--- config.mk ---
export PLATFORM = sky130hd
export DESIGN_NAME = apb_master
export DESIGN_NICKNAME = d
export VERILOG_FILES = /design/src/rtl/apb_master.sv
export SDC_FILE = /design/constraint.sdc
export NUM_CORES = 1
export LEC_CHECK = 0
export BUFFER_PORTS_ARGS = -buffer_cell sky130_fd_sc_hd__buf_2
export CELL_PAD_IN_SITES_DETAIL_PLACEMENT = 1
export CELL_PAD_IN_SITES_GLOBAL_PLACEMENT = 2
export CORE_ASPECT_RATIO = 1.2
export CORE_MARGIN = 2
export CORE_UTILIZATION = 25
export CTS_BUF_LIST = sky130_fd_sc_hd__clkbuf_2
export CTS_CLUSTER_DIAMETER = 80
export CTS_CLUSTER_SIZE = 8
export DETAILED_ROUTE_END_ITERATION = 16
export HOLD_SLACK_MARGIN = 0.12
export PLACE_DENSITY = 0.85
export SYNTH_ARGS = -nofsm -noshare
export SYNTH_HDL_FRONTEND = slang
export SYNTH_SLANG_ARGS = --single-unit
--- constraint.sdc ---
create_clock -name pclk -period 2 [get_ports pclk]
set_input_delay 0.3 -clock pclk [delete_from_list [all_inputs] [get_ports pclk]]
set_output_delay 0.3 -clock pclk [all_outputs]
set_load 0.01 [all_outputs]
--- src/rtl/apb_master.sv ---
// -----------------------------------------------------------------------------
// apb_master
//
// Turns a simple valid/ready command into one APB transfer and returns the
// result on a valid/ready response channel. Only one transfer is in flight
// at a time. The bus protocol is SETUP then ACCESS, and ACCESS repeats until
// the slave raises pready.
//
// Optional feature (macro APB_MASTER_TIMEOUT_EN):
//   Adds a watchdog that ends a transfer after TIMEOUT ACCESS cycles without
//   pready. The transfer then completes with rsp_slverr=1 and rsp_timeout=1.
//   When the macro is not defined, ACCESS waits for pready indefinitely and
//   rsp_timeout is tied low.
//
// Ports:
//   pclk, preset               clock (rising edge), synchronous active-high reset
//   cmd_valid / cmd_ready      command handshake
//   cmd_write, cmd_addr,       command contents
//   cmd_wdata, cmd_strb,
//   cmd_prot
//   rsp_valid / rsp_ready      response handshake
//   rsp_rdata, rsp_slverr,     response contents (rdata is 0 for writes)
//   rsp_timeout
//   psel, penable, pwrite,     APB requester outputs, all registered
//   pprot, paddr, pstrb,
//   pwdata
//   prdata, pready, pslverr    APB completer inputs
//
// State table:
//   state  | meaning
//   IDLE   | cmd_ready high, bus idle, waiting for cmd_valid
//   SETUP  | psel high, penable low, one cycle
//   ACCESS | psel and penable high, waiting for pready (or watchdog)
//   RESP   | rsp_valid high, holding response until rsp_ready
// -----------------------------------------------------------------------------
module apb_master #(
    parameter int         AWIDTH  = 10,
    parameter logic [2:0] DSIZE   = 3'd2,
    parameter int         DBYTES  = 1 << DSIZE,
    parameter int         DWIDTH  = DBYTES * 8,
    parameter int         TIMEOUT = 16
) (
    input  logic              pclk,
    input  logic              preset,

    input  logic              cmd_valid,
    output logic              cmd_ready,
    input  logic              cmd_write,
    input  logic [AWIDTH-1:0] cmd_addr,
    input  logic [DWIDTH-1:0] cmd_wdata,
    input  logic [DBYTES-1:0] cmd_strb,
    input  logic [2:0]        cmd_prot,

    output logic              rsp_valid,
    input  logic              rsp_ready,
    output logic [DWIDTH-1:0] rsp_rdata,
    output logic              rsp_slverr,
    output logic              rsp_timeout,

    output logic              psel,
    output logic              penable,
    output logic              pwrite,
    output logic [2:0]        pprot,
    output logic [AWIDTH-1:0] paddr,
    output logic [DBYTES-1:0] pstrb,
    output logic [DWIDTH-1:0] pwdata,
    input  logic [DWIDTH-1:0] prdata,
    input  logic              pready,
    input  logic              pslverr
);

    typedef enum logic [1:0] {
        IDLE   = 2'd0,
        SETUP  = 2'd1,
        ACCESS = 2'd2,
        RESP   = 2'd3
    } state_t;

    state_t state;

    // A watchdog limit below one cycle has no meaning; reject it at elaboration.
    if (TIMEOUT < 1) begin : g_bad_timeout
        $error("apb_master: TIMEOUT must be at least 1");
    end

`ifdef APB_MASTER_TIMEOUT_EN
    // Down-counter loaded on command accept with TIMEOUT-1, so it reads zero
    // during the TIMEOUT-th ACCESS cycle (terminal count).
    localparam int WDOG_W = (TIMEOUT > 1) ? $clog2(TIMEOUT) : 1;
    localparam logic [WDOG_W-1:0] WDOG_LOAD = WDOG_W'(TIMEOUT - 1);

    logic [WDOG_W-1:0] wdog_cnt;
    logic              rsp_timeout_q;

    assign rsp_timeout = rsp_timeout_q;
`else
    assign rsp_timeout = 1'b0;
`endif

    always_ff @(posedge pclk) begin
        if (preset) begin
            state      <= IDLE;
            cmd_ready  <= 1'b1;
            psel       <= 1'b0;
            penable    <= 1'b0;
            pwrite     <= 1'b0;
            pprot      <= '0;
            paddr      <= '0;
            pstrb      <= '0;
            pwdata     <= '0;
            rsp_valid  <= 1'b0;
            rsp_rdata  <= '0;
            rsp_slverr <= 1'b0;
`ifdef APB_MASTER_TIMEOUT_EN
            wdog_cnt      <= '0;
            rsp_timeout_q <= 1'b0;
`endif
        end else begin
            case (state)
                IDLE: begin
                    if (cmd_valid) begin
                        // The APB output registers double as the command latch.
                        state     <= SETUP;
                        cmd_ready <= 1'b0;
                        psel      <= 1'b1;
                        pwrite    <= cmd_write;
                        pprot     <= cmd_prot;
                        paddr     <= cmd_addr;
                        pwdata    <= cmd_wdata;
                        pstrb     <= cmd_write ? cmd_strb : '0;
`ifdef APB_MASTER_TIMEOUT_EN
                        wdog_cnt  <= WDOG_LOAD;
`endif
                    end
                end

                SETUP: begin
                    state   <= ACCESS;
                    penable <= 1'b1;
                end

                ACCESS: begin
                    if (pready) begin
                        state      <= RESP;
                        psel       <= 1'b0;
                        penable    <= 1'b0;
                        rsp_valid  <= 1'b1;
                        rsp_rdata  <= pwrite ? '0 : prdata;
                        rsp_slverr <= pslverr;
`ifdef APB_MASTER_TIMEOUT_EN
                        rsp_timeout_q <= 1'b0;
                        wdog_cnt      <= '0;
                    end else if (wdog_cnt == '0) begin
                        // Slave never answered: abort, report as an error.
                        state         <= RESP;
                        psel          <= 1'b0;
                        penable       <= 1'b0;
                        rsp_valid     <= 1'b1;
                        rsp_rdata     <= '0;
                        rsp_slverr    <= 1'b1;
                        rsp_timeout_q <= 1'b1;
                    end else begin
                        wdog_cnt <= wdog_cnt - 1'b1;
`endif
                    end
                end

                RESP: begin
                    if (rsp_ready) begin
                        state     <= IDLE;
                        rsp_valid <= 1'b0;
                        cmd_ready <= 1'b1;
                    end
                end

                default: begin
                    state     <= IDLE;
                    cmd_ready <= 1'b1;
                    psel      <= 1'b0;
                    penable   <= 1'b0;
                    rsp_valid <= 1'b0;
                end
            endcase
        end
    end

endmodule

# After elaboration in Yosys (flattened, before gate mapping)
# Cells that the tools add are included.
# W data, S select, Z words.
# totals
reg_bits	89
latch_bits	0
mem_bits_rw	0
rom_bits	0
inputBits	88
out_inout_bits	88
wordCells	46
n_memories	0
# op_classes
add_sub_neg	0
mul	0
div_mod_pow	0
order_cmp	0
eq_ne	6
shift	0
n_mux	16
n_bitwise	0
reduce_logical	12
# op_table
operator	count
$mux W32	1
$reduce_and A3 Y1	4
$pmux W1 S2	4
$pmux W2 S4	1
$reduce_bool A2 Y1	4
$mux W1	6
$mux W2	3
$ne A2 B2 Y1 const B	3
$reduce_and A2 Y1	3
$eq A2 B2 Y1 const B	2
$mux W4	1
$eq A2 B1 Y1 const B	1
$logic_not A2 Y1	1

# Logic depth before layout (Yosys ltp)
# logic_depth
depth_word	3
ltp_mapped	7
ltp_nobuf	5

# Worst setup path after synthesis
# OpenSTA, ideal clock, no wires.
# synth_timing
kind	flip-flop to flip-flop
start	register state[0]
end	register cmd_ready
setup_time_ns	0.116
arrival_time_ns	1.361
t_required_ns	1.884
setup_slack_ns	0.524
path_stages_with_launch	6
n_path_buf	0
synth_period_minus_slack_ns	1.476
path_cell_list	dfxtp_1 > inv_1 > ha_1 > nand2_1 > or3_1 > a31o_1
# synth_via
elab_chain_cells	3
word_cells_on_any_way	7
cone_classes	eq/ne: 3; mux: 1; reduce/logical: 3
# synth_rtl
element	line_no	source
from (decl)	79	state_t state;
from (signal assigned)	102	state <= IDLE;
from (signal assigned)	123	state <= SETUP;
from (signal assigned)	138	state <= ACCESS;
$eq A2 B2 Y1 / $logic_not A2 Y1 (equally long branches)	119	case (state)
$ne A2 B2 Y1 (no line) / $reduce_bool A2 Y1 (equally long branches)	--	
$reduce_and A3 Y1 (no line)	--	
to (signal assigned)	103	cmd_ready <= 1'b1;
to (signal assigned)	124	cmd_ready <= 1'b0;
to (signal assigned)	172	cmd_ready <= 1'b1;
to (decl)	47	output logic cmd_ready,
# Parallel ways exist; a longest one is shown, timed or not.
# A chain may end at the register's enable or synchronous reset.

# Worst setup path after layout
# layout_timing
start	register state[0]
end	register rsp_rdata[12]
# layout_via
elab_chain_cells	2
# layout_rtl
element	line_no	source
$eq A2 B2 Y1	119	
$reduce_and A2 Y1 (no line)	--	
to (signal assigned)	148	rsp_rdata <= pwrite ? '0 : prdata;
to (decl)	56	output logic [DWIDTH-1:0] rsp_rdata,
# Every way passes these cells.

==> metrics.cfg <==
[floorplan]
row_count=47
num_io_pins=176
dieArea_um2=15000
die_w_um=112
fp.coreArea_um2=13800
dieHeight_um=134
initial_core_util_pct=25.6

[yosys]
synth_common_cells=nand2_1 (131), dfxtp_1 (89), a21oi_1 (86)
syn-instance-count=425
async_flop_share_pct=0
synth_seq_cells=89
synthFlopType=dfxtp_1
yosysTopAreaCellShare_pct=50.6
synthDistinctLibCells=32
synth_area_per_cell_um2=8.28
synth_edf_count=0
syn_area_um2=3520
synth_top_area_cell=dfxtp_1
synth_nets=520
ys_seq_area_share_pct=50.6
yosys-top-cells-area=dfxtp_1 (51%), nand2_1 (14%), a21oi_1 (12%)
synth_warnings=0
yosysMostFrequentCell=nand2_1

[cts]
clk_latency_ns=0.56
clockBufferDepth=2
cts_resized=0
clockRootBuffer=clkbuf_2
clk_pin_slew_worst_paths_ns=0.24
numClockSinks=89
h-tree-depth=3
cts_tree=done
cts_inserted_buffers=9

[route]
wl_per_cell_um=15.6
drtIter0Drc=227
ant_nets=0
drt_wl_total_mm=13.3
routed_via_density=4.72
vias=4029
dr.pass1.iters=4
drcViolationCount=0

[critical_path]
cp.required_ns=2.52
setup.worst_path.start_class=register
crit_chain=inv_1 -> ha_1 -> buf_4 -> nand4b_1 -> dlygate4sd3_1 -> a21oi_1
path_delay_family=buffers and inverters
cp_num_buf_inv=3
cp-end-kind=register
path_max_fanout=11
r2r_end=rsp_rdata[12]$_SDFFE_PP0P_
r2r_cells=6
r2r_slack_ns=0.11
critPathLaunch=state[0]$_SDFFE_PP0P_
r2r_start=state[0]$_SDFFE_PP0P_
slowest_stage=dlygate4sd3_1
slowest_delay_ns=0.58
cp_data_arrival_time_ns=2.41
critPathKind=register to register

[sta]
period_minus_slack_ns=1.89
slew_violations=0
skew_ns=0.0222
rsz0062_at_grt=no
setup_viol=0
tightestPinTransition_ns=0.617
finalHoldViolCount=0
fmax_mhz=529
fin_ws_ns=0.109
fin_crit_sh_pct=94.6
setup_tns_ns=0
relSlewSlack_pct=58.9

[power_and_ir_drop]
peakVddDrop_mv=0.357
power.density_nw_per_um2=957
p_leak_nw=2.48

[global_route]
grt_pass1_wl_mm=21.3
overflow=0
antenna_found_initial=1
grt_max_degree=35
grt_pass1_vias=4251
grtUsageTotal_pct=17.6

[final_layout]
area.growth.synth_to_final_pct=60.0
final_layout_size_suffix_gt1_share_pct=30.2
fin_nets=773
fin_util_pct=40.9
fillers=1668

[worst_hold_path]
hp-start=cmd_valid
min_path_type=input port to register
min_to=cmd_ready$_SDFFE_PP1P_
holdPathStages=4

[place]
portBuffers=174
dp_slack_ns=0.380
place.gp.congestion=0.721
hpwl_mm=8.38

[outcome]
status=completed

[job]
maxCapViolations=0

[through the flow]
stage / instance area (µm²) / power (mW) / std cells / hold WS, ns
after floorplan: 3520 / 3.47 / 425 / 0.436
after global placement: 4580 / 4.15 / 746 / 0.435
after detailed placement: 4580 / 4.24 / 746 / 0.444
after CTS: 5630 / 5.47 / 853 / 0.129
after global routing: 5630 / 5.79 / 854 / 0.174
final: 5630 / 5.39 / 854 / 0.204
[worst reg2reg max path, cell delays in order (launching register included)]
cell           delay, ns
dfxtp_1             0.40
inv_1               0.16
ha_1                0.24
buf_4               0.21
nand4b_1            0.11
dlygate4sd3_1       0.58
a21oi_1             0.15
[worst max path at each step]
stage | to | slack, ns | cells past startpoint
final | rsp_rdata[12]$_SDFFE_PP0P_ | 0.11 | 6
after global routing | rsp_rdata[12]$_SDFFE_PP0P_ | 0.009 | 6
after CTS | pwrite | 0.10 | 1
after detailed placement | paddr[4]$_SDFFE_PP0P_ | 0.38 | 6
after global placement | psel$_SDFFE_PP0P_ | 0.41 | 5
after floorplan | cmd_ready$_SDFFE_PP1P_ | 0.52 | 5
[registers in the layout, indices dropped and copies added, names as in the netlist]
name,count
pprot,3
pwdata,32
rsp_slverr,1
pwrite,1
cmd_ready,1
rsp_rdata,32
rsp_valid,1
psel,1
pstrb,4
state,2
penable,1
paddr,10
[routing by layer]
layer	vias to the layer above	track usage [%]	share of wire (%)
met1	1910	19.9	42
met3	29	4.34	5.8
met2	151	30.6	49
met5	-	0	0
li1	1939	-	-
met4	0	8.88	2.9
[final cells by class]
class | instances | area [µm²] | share of cell area (%)
clock buffers | 10 | 50.0 | 0.889
repair buffers | 278 | 1930 | 34.3
flip-flops and latches | 89 | 1780 | 31.6
diodes | 1 | 2.50 | 0.0444
multi-input cells | 297 | 1560 | 27.7
clock inverters | 5 | 81.3 | 1.44
inverters | 3 | 11.3 | 0.200
well taps | 171 | 214 | 3.80
[cells in the final DEF, fill, tap and decap left out, types with 2 or more instances in the layout]
cell type      instances
bufinv_16              2
buf_2                174
buf_4                  8
nand2_1              130
ha_1                   7
inv_1                  3
nand4b_1              32
nand2b_1               4
dfxtp_1               89
nor2b_1                6
buf_12                 4
o31ai_1                2
clkbuf_2              10
nand4_1                2
nor2_1                 3
dlygate4sd3_1         92
a21oi_1               86
nand3_1                8
[power breakdown]
group	leakage (nW)	switching, mW	internal [mW]
Combinational	1.67	1.19	0.880
Clock	0.0780	0.639	0.411
Sequential	0.726	0.187	2.08
[what timing repair did]
action | 4_1_cts | 5_1_grt
endpoints found under the hold margin | 86 | 0
setup buffers | 0 | 0
hold buffers | 92 | 0
[kinds of logic (layout without fill, tap and decap cells)]
kind of cell,Yosys count,count (layout),synth area share [%]
other cells,1,2,0.107
buf+inv,39,296,5.19
mux,1,1,0.320
flops,89,89,50.6
simple gates,192,192,26.7
fa+ha+maj,7,7,2.49
compound gates,96,96,14.6
Power figures use the tool's default switching activity.
